==> config.mk <==
export PLATFORM = sky130hd
export DESIGN_NAME = uart_rx_param
export DESIGN_NICKNAME = d
export VERILOG_FILES = /design/src/rtl/uart_pkg.sv /design/src/rtl/sync_2ff.sv /design/src/rtl/uart_rx_param.sv
export SDC_FILE = /design/constraint.sdc
export NUM_CORES = 1
export LEC_CHECK = 0
export BUFFER_PORTS_ARGS = -buffer_cell sky130_fd_sc_hd__buf_4
export CORE_UTILIZATION = 57
export CTS_CLUSTER_SIZE = 24
export DETAILED_ROUTE_END_ITERATION = 10
export PLACE_DENSITY = 0.8
export SYNTH_ARGS = -nofsm -noshare
export SYNTH_HDL_FRONTEND = slang
export SYNTH_SLANG_ARGS = --single-unit
==> constraint.sdc <==
create_clock -name CLK -period 2.4 [get_ports CLK]
set_input_delay 0.12 -clock CLK [delete_from_list [all_inputs] [get_ports CLK]]
set_output_delay 0.12 -clock CLK [all_outputs]
set_load 0.03 [all_outputs]
==> src/rtl/uart_pkg.sv <==
// Shared definitions for the parametrised UART receiver.
package uart_pkg;

  // Parity selection encodings for the PARITY parameter
  localparam int PAR_NONE = 0;
  localparam int PAR_ODD  = 1;
  localparam int PAR_EVEN = 2;

  // 25 MHz system clock, 115200 baud
  localparam int CLKS_PER_BIT_DEFAULT = 217;

  // Receiver FSM state encoding
  typedef enum logic [2:0] {
    ST_IDLE  = 3'd0,
    ST_START = 3'd1,
    ST_DATA  = 3'd2,
    ST_PAR   = 3'd3,
    ST_STOP  = 3'd4,
    ST_BRK   = 3'd5
  } rx_state_t;

endpackage

==> src/rtl/sync_2ff.sv <==
// Two-flop synchroniser for a single asynchronous input.
module sync_2ff #(
  parameter logic RST_VAL = 1'b1
) (
  input  logic clk,
  input  logic rst_n,
  input  logic d,
  output logic q
);

  logic meta;

  // Two-stage capture; both stages reset to the line's idle level
  always_ff @(posedge clk) begin
    if (!rst_n) begin
      meta <= RST_VAL;
      q    <= RST_VAL;
    end else begin
      meta <= d;
      q    <= meta;
    end
  end

endmodule

==> src/rtl/uart_rx_param.sv <==
// Parametrised UART receiver: start-bit validation, LSB-first data,
// optional parity, 1 or 2 stop bits, framing error and break detection.
//
// state    | meaning
// ---------+------------------------------------------------------
// IDLE     | line idle, waiting for a falling edge on rx_s
// START    | half a bit into the start bit, confirming it is still low
// DATA     | sampling DATA_BITS data bits at bit centres
// PAR      | sampling the parity bit
// STOP     | sampling STOP_BITS stop bits, flagging any low sample
// BRK      | line held low after the frame, waiting for it to go high
module uart_rx_param
  import uart_pkg::*;
#(
  parameter int CLKS_PER_BIT = CLKS_PER_BIT_DEFAULT,
  parameter int DATA_BITS    = 8,
  parameter int PARITY       = PAR_NONE,
  parameter int STOP_BITS    = 1
) (
  input  logic                 CLK,
  input  logic                 RST_N,
  input  logic                 RX,
  output logic                 RX_DV,
  output logic [DATA_BITS-1:0] RX_BYTE,
  output logic                 PARITY_ERR,
  output logic                 FRAME_ERR,
  output logic                 BREAK,
  output logic                 BUSY
);

  localparam int CNT_W = $clog2(CLKS_PER_BIT);
  localparam int IDX_W = 4;
  localparam int HALF  = (CLKS_PER_BIT - 1) / 2;

  localparam logic [CNT_W-1:0] CNT_HALF  = CNT_W'(HALF);
  localparam logic [CNT_W-1:0] CNT_LAST  = CNT_W'(CLKS_PER_BIT - 1);
  localparam logic [IDX_W-1:0] DATA_LAST = IDX_W'(DATA_BITS - 1);
  localparam logic [IDX_W-1:0] STOP_LAST = IDX_W'(STOP_BITS - 1);
  localparam logic             HAS_PAR   = (PARITY != PAR_NONE);
  localparam logic             PAR_IS_ODD = (PARITY == PAR_ODD);

  if (CLKS_PER_BIT < 4 || DATA_BITS < 5 || DATA_BITS > 9 ||
      PARITY < PAR_NONE || PARITY > PAR_EVEN ||
      STOP_BITS < 1 || STOP_BITS > 2) begin : g_bad_params
    $error("uart_rx_param: illegal parameter combination");
  end

  rx_state_t            state;
  logic                 rx_s;
  logic [CNT_W-1:0]     cnt;
  logic [IDX_W-1:0]     bit_idx;
  logic [DATA_BITS-1:0] shreg;
  logic                 par_err_q;
  logic                 frm_err_q;
  logic                 dv_pend;

  sync_2ff #(.RST_VAL(1'b1)) u_sync (
    .clk   (CLK),
    .rst_n (RST_N),
    .d     (RX),
    .q     (rx_s)
  );

  // Receive FSM and datapath; the frame result is published one cycle
  // after the last stop sample so RX_DV and its data arrive together
  always_ff @(posedge CLK) begin
    if (!RST_N) begin
      state      <= ST_IDLE;
      cnt        <= '0;
      bit_idx    <= '0;
      shreg      <= '0;
      par_err_q  <= 1'b0;
      frm_err_q  <= 1'b0;
      dv_pend    <= 1'b0;
      RX_DV      <= 1'b0;
      RX_BYTE    <= '0;
      PARITY_ERR <= 1'b0;
      FRAME_ERR  <= 1'b0;
    end else begin
      RX_DV   <= dv_pend;
      dv_pend <= 1'b0;
      if (dv_pend) begin
        RX_BYTE    <= shreg;
        PARITY_ERR <= par_err_q;
        FRAME_ERR  <= frm_err_q;
      end

      case (state)
        ST_IDLE: begin
          if (!rx_s) begin
            state <= ST_START;
            cnt   <= '0;
          end
        end

        ST_START: begin
          if (cnt == CNT_HALF) begin
            cnt       <= '0;
            bit_idx   <= '0;
            par_err_q <= 1'b0;
            frm_err_q <= 1'b0;
            // A start bit that has gone high by mid-bit was a glitch
            state     <= rx_s ? ST_IDLE : ST_DATA;
          end else begin
            cnt <= cnt + CNT_W'(1);
          end
        end

        ST_DATA: begin
          if (cnt == CNT_LAST) begin
            cnt   <= '0;
            shreg <= {rx_s, shreg[DATA_BITS-1:1]};
            if (bit_idx == DATA_LAST) begin
              bit_idx <= '0;
              state   <= HAS_PAR ? ST_PAR : ST_STOP;
            end else begin
              bit_idx <= bit_idx + IDX_W'(1);
            end
          end else begin
            cnt <= cnt + CNT_W'(1);
          end
        end

        ST_PAR: begin
          if (cnt == CNT_LAST) begin
            cnt       <= '0;
            bit_idx   <= '0;
            par_err_q <= (^{shreg, rx_s}) != PAR_IS_ODD;
            state     <= ST_STOP;
          end else begin
            cnt <= cnt + CNT_W'(1);
          end
        end

        ST_STOP: begin
          if (cnt == CNT_LAST) begin
            cnt <= '0;
            if (!rx_s) frm_err_q <= 1'b1;
            if (bit_idx == STOP_LAST) begin
              dv_pend <= 1'b1;
              // A low final stop bit may be the start of a break
              state   <= rx_s ? ST_IDLE : ST_BRK;
            end else begin
              bit_idx <= bit_idx + IDX_W'(1);
            end
          end else begin
            cnt <= cnt + CNT_W'(1);
          end
        end

        ST_BRK: begin
          if (rx_s) state <= ST_IDLE;
        end

        default: state <= ST_IDLE;
      endcase
    end
  end

  assign BUSY  = (state != ST_IDLE);
  assign BREAK = (state == ST_BRK);

endmodule

==> results of run 1 <==
placed cells by master, fill, tap and decap left out, drive strengths merged, types with 3 or more instances in the layout:
cell | netlist | final
clkbuf | 5 | 5
o21a | 3 | 3
xnor2 | 7 | 7
o31ai | 3 | 3
or3 | 3 | 3
and3 | 5 | 5
nor2 | 28 | 28
nand3 | 9 | 9
a21oi | 8 | 8
ha | 4 | 4
nor3b | 3 | 3
nand2b | 7 | 7
nor3 | 3 | 3
buf | 7 | 15
inv | 8 | 8
dfxtp | 39 | 39
o211a | 3 | 3
mux2i | 20 | 20
nand2 | 12 | 12
a311oi | 4 | 4
and2 | 3 | 3
worst paths after layout:
path                                               to  slack (ns)  cells past startpoint
worst max-delay path            state[1]$_SDFFE_PN0P_        0.34                      7
worst min-delay path              u_sync.q$_SDFF_PN1_        0.04                      2
worst max register to register  state[1]$_SDFFE_PN0P_        0.34                      7
worst min register to register    u_sync.q$_SDFF_PN1_        0.43                      1
Yosys cell counts (2+ instances only):
cell type | n | area [sq um]
nand2b_1 | 7 | 43.8
o21a_1 | 3 | 22.5
o211a_1 | 3 | 30.0
a311oi_1 | 4 | 35.0
nand2_1 | 12 | 45.0
buf_1 | 3 | 11.3
dfxtp_1 | 39 | 781
o31ai_1 | 2 | 15.0
and2_1 | 2 | 12.5
mux2i_1 | 20 | 200
buf_2 | 3 | 15.0
or3_1 | 3 | 18.8
clkbuf_1 | 5 | 18.8
nand3_1 | 8 | 40.0
a21oi_1 | 8 | 40.0
nor2_1 | 28 | 105
ha_1 | 4 | 50.1
xnor2_1 | 7 | 61.3
nand3b_1 | 2 | 15.0
and3_1 | 5 | 31.3
inv_1 | 7 | 26.3
nor3b_1 | 3 | 22.5
a41oi_1 | 2 | 17.5
nor3_1 | 2 | 10.0
per-layer routing:
metal,vias to the layer above,GRT usage [%]
li1,777,-
met1,726,26.3
met2,54,40.0
met3,6,7.89
met4,0,9.09
met5,-,0
worst reg2reg max path, cell delays in order (launching register included):
cell and delay, ns:
dfxtp_1 0.35, inv_1 0.08, ha_1 0.14, nor3b_1 0.46
a2111oi_0 0.21, a21oi_1 0.26, and3_1 0.28, mux2i_1 0.21
area by class of cell:
class | instances | area (sq um)
timing repair buffer | 16 | 123
inverter | 8 | 30.0
clock buffer | 5 | 37.5
clock inverter | 3 | 43.8
sequential | 39 | 781
tap | 44 | 55.1
multi-input combinational | 152 | 1090
fill | 274 | 997
flip-flops by register name, summed over array words and instances (netlist names):
signal,flops
dv_pend,1
RX_BYTE,8
frm_err_q,1
RX_DV,1
u_sync.meta,1
PARITY_ERR,1
bit_idx,4
state,3
u_sync.q,1
FRAME_ERR,1
par_err_q,1
shreg,8
cnt,8
what timing repair did:
| item | CTS | global route |
|---|---|---|
| endpoints found under the hold margin | 1 | 0 |
| setup buffers | 0 | 0 |
| hold buffers | 1 | 0 |
metrics by stage:
| stage | instance area, sq um | std cells | hold slack [ns] | power, uW | utilization [%] |
|---|---|---|---|---|---|
| detailed placement | 2060 | 258 | 0.310 | 1430 | 65.5 |
| floorplan | 1950 | 211 | 0.193 | 1330 | - |
| global placement | 2060 | 258 | 0.308 | 1390 | 65.5 |
| finish | 2160 | 267 | 0.0379 | 1870 | 68.4 |
| global route | 2160 | 267 | 0.0134 | 1990 | 68.4 |
| CTS | 2160 | 267 | 0.0253 | 1870 | 68.4 |
logic make-up (layout without fill, tap and decap cells):
logic type,after synthesis,count (layout)
AOI/OAI and AO/OA,39,39
xor gates and xnor gates,8,8
adders and majority gates,4,4
buffers and inverters,20,32
DFF,39,39
muxes,20,20
and+or+nand+nor,81,81
power by group through the flow:
| stage | sequential (uW) | clock [uW] | combinational, uW |
|---|---|---|---|
| after global placement | 767 | 0 | 627 |
| after detailed placement | 774 | 0 | 655 |
| after CTS | 758 | 454 | 659 |
| after floorplan | 722 | 0 | 605 |
| after global routing | 771 | 489 | 730 |
| final | 759 | 447 | 665 |
==> metrics.csv, run 1 <==
metric,value,unit
path_clk_slew,0.12,ns
synth_top_family_by_area,simple AND/OR/NAND/NOR gates,
start_util,61.9,%
pwr-share-seq,40.6,%
fin_nets,229,
hpwl,2720,um
layout_setup_ws,0.336,ns
p_leak,0.000855,uW
cts_resized,0,
ant_nets,0,
grt_pass1_wl,6180,um
cts_tree,done,
yosys.area_share.simple,21.8,%
post-route-min-period,2.06,ns
grt_start_max_net_pins,30,
dr_wl_met3,202,um
dr.pass1.iters,4,
dieArea,0.00366,sq mm
holdCritStartpoint,RST_N,
placementRows,20,
critPathLaunch,bit_idx[0]$_SDFFE_PN0P_,
max_cap_violations,0,
r2r_start,bit_idx[0]$_SDFFE_PN0P_,
top_layer,met4,
grtUsageTotal,23.2,%
remaining_drc_errors,0,
setup-tns-final,0,ns
pwr-share-comb,35.5,%
final-setup-viol-count,0,
dieHeight,60.5,um
vias,1563,
synthMuxAreaShare,10.2,%
yosysUniqueCellTypes,53,
syn_to_final_growth,10.4,%
htree_levels,2,
numPortBuffers,15,
synth_area,0.00195,sq mm
wl_met1,1640,um
place.gp.congestion,0.879,
critPathKind,flop to flop,
synth_compound_area_share,17.4,%
finalHoldViolations,0,
p_sw_share,37.9,%
crit_required,2.68,ns
p_sw,709,uW
yosysWarnings,0,
worst-path-max-fanout,4,
synth_fa_ha_area_share,2.56,%
grt_pass1_vias,1378,
critPathBufInv,1,
clockBufferDepth,2,
end_kind,flop,
cts_root_buf,clkbuf_4,
slew_violations,0,
skew,0.0112,ns
numCtsBuffers,5,
synthXorXnorAreaFrac,3.59,%
p_int,1160,uW
antenna_found_initial,0,
outcome,"finished, final reports clean",
syn_nets,218,
ioPinCount,16,
cp.arrival,2.35,ns
route.met2.wl,1920,um
seq_area_frac_synth,40.0,%
critical_path.startpoint_type,flop,
irDropWorstVdd,0.000538,V
finalCritPeriodShare,86.0,%
synth_ff_type,dfxtp_1,
fmax,484,MHz
crit_family,simple AND/OR/NAND/NOR gates,
synth_enable_flop_cells,0,
fp.dieW,60.5,um
tightest_slew,0.874,ns
antennaDiodeCount,0,
clockPowerShare,23.9,%
dr.first_iter.drc_count,77,
slowest_delay,0.46,ns
max_slew_margin,41.6,%
critPathSlowestCell,nor3b_1,
synth_seq_cells,39,
place_worst_setup_slack,0.385,ns
routed_via_density,5.85,
totalWireLength,3820,um
worstHoldPathType,input pin to flop,
wl_per_cell,14.3,um
rsz0062_at_grt,false,
crit_chain,inv_1 > ha_1 > nor3b_1 > a2111oi_0 > a21oi_1 > and3_1 > mux2i_1,
synth_cells,211,
cts.sinks,39,
grt_overflow,0,
clk_latency,0.35,ns
drive_gt1_share,14.8,%
async_flop_share,0,%
power_density,868,mW/mm^2
synth.avg_cell_area,9.26,sq um
coreArea,0.00315,sq mm
Power figures use the tool's default switching activity.
==> run 2: changes to the inputs <==
Settings changed: PLACE_DENSITY 0.8 to default, PLACE_DENSITY_LB_ADDON from default to 0.2.
Clock period 2.4 ns to 2.2 ns, I/O delays scaled along.
==> metrics.csv, run 2 (synthesis gave the netlist of run 1 again) <==
metric,value,unit
cp.arrival,2.25,ns
wl_per_cell,13.7,um
cts_root_buf,clkbuf_4,
irDropWorstVdd,0.000679,V
place.gp.congestion,0.884,
end_kind,flop,
outcome,"finished, final reports clean",
grt_overflow,0,
fmax,506,MHz
grt_start_max_net_pins,30,
critPathKind,flop to flop,
finalCritPeriodShare,89.9,%
rsz0062_at_grt,false,
critPathLaunch,cnt[0]$_SDFFE_PN0P_,
drive_gt1_share,15.9,%
cts_tree,done,
clockBufferDepth,2,
p_leak,0.000860,uW
fin_nets,233,
crit_required,2.47,ns
setup-tns-final,0,ns
reg2regPathDepth,7,
max_slew_margin,41.8,%
finalHoldViolations,0,
dr.pass1.iters,4,
tightest_slew,0.873,ns
top_regs,"RX_BYTE: 8 flops, cnt: 8 flops, shreg: 8 flops",
grt_pass1_wl,6160,um
worstHoldPathType,input pin to flop,
syn_to_final_growth,10.5,%
antennaDiodeCount,0,
grtUsageTotal,22.9,%
layout_setup_ws,0.223,ns
antenna_found_initial,0,
final_cell_mix,"dfxtp_1 (39), nor2_1 (28), mux2i_1 (20), buf_4 (19), nand2_1 (12)",
ant_nets,0,
max_cap_violations,0,
hpwl,2710,um
skew,0.0138,ns
numCtsBuffers,5,
ioPinCount,16,
dieArea,0.00366,sq mm
totalWireLength,3700,um
fp.dieW,60.5,um
whs,0.0286,ns
dr.first_iter.drc_count,61,
routed_via_density,5.76,
place_worst_setup_slack,0.231,ns
remaining_drc_errors,0,
grt_pass1_vias,1431,
holdCritStartpoint,RST_N,
cts.sinks,39,
start_util,61.9,%
htree_levels,2,
final-setup-viol-count,0,
critical_path.startpoint_type,flop,
layout_commonest_cell,dfxtp_1,
coreArea,0.00315,sq mm
path_clk_slew,0.12,ns
power_density,894,mW/mm^2
worst-path-max-fanout,8,
slew_violations,0,
r2r_start,cnt[0]$_SDFFE_PN0P_,
dieHeight,60.5,um
vias,1560,
placementRows,20,
post-route-min-period,1.98,ns
holdPathStages,2,
clk_latency,0.35,ns
numPortBuffers,15,
[run 2: changes by cell type in the layout (fill, tap and decap cells not counted)]
| cell | change |
|---|---|
| buf_4 | +4 |
| clkinvlp_4 | +1 |
| clkbuf_1 | +1 |
| clkinv_4 | -1 |
| bufinv_16 | -1 |
[run 2: power by group]
part	switching, uW	internal (uW)
registers	55.3	742
clock network	224	123
logic	469	315
[run 2: through the flow]
step	instances	total power, uW	instance area, sq um	util, %
after floorplan	211	1450	1950	-
after global placement	262	1560	2090	66.4
after detailed placement	262	1590	2090	66.4
after CTS	271	1940	2160	68.5
after global routing	271	2060	2160	68.5
final	271	1930	2160	68.5
[run 2: critical path: stages (launching register included)]
cell and delay, ns:
dfxtp_1 0.37, inv_1 0.08, ha_1 0.16, nand4b_1 0.16
nor3_4 0.40, o21a_1 0.28, and3_1 0.27, mux2i_1 0.19
[run 2: area by class of cell]
type	count	area, sq um
sequential	39	781
tap	44	55.1
timing repair buffer	20	153
inverter	8	30.0
multi-input combinational	152	1090
clock buffer	6	41.3
fill	260	995
clock inverter	2	12.5
[run 2: worst paths after layout]
kind,endpoint,slack (ns)
setup / recovery,state[1]$_SDFFE_PN0P_,0.22
hold / removal,u_sync.q$_SDFF_PN1_,0.03
setup reg to reg,state[1]$_SDFFE_PN0P_,0.22
hold reg to reg,u_sync.q$_SDFF_PN1_,0.45
[run 2: repair_timing]
item | in CTS | in global routing
setup buffers | 0 | 0
hold endpoints to repair | 1 | 0
resized for setup | 0 | 0
hold buffers | 1 | 0
[run 2: routing by layer]
layer	up-vias	global-route usage, %	routed length, um
li1	789	-	-
met1	737	26.6	1640
met2	26	40.0	1870
met3	8	5.12	124
met4	0	10.7	66
met5	-	0	0
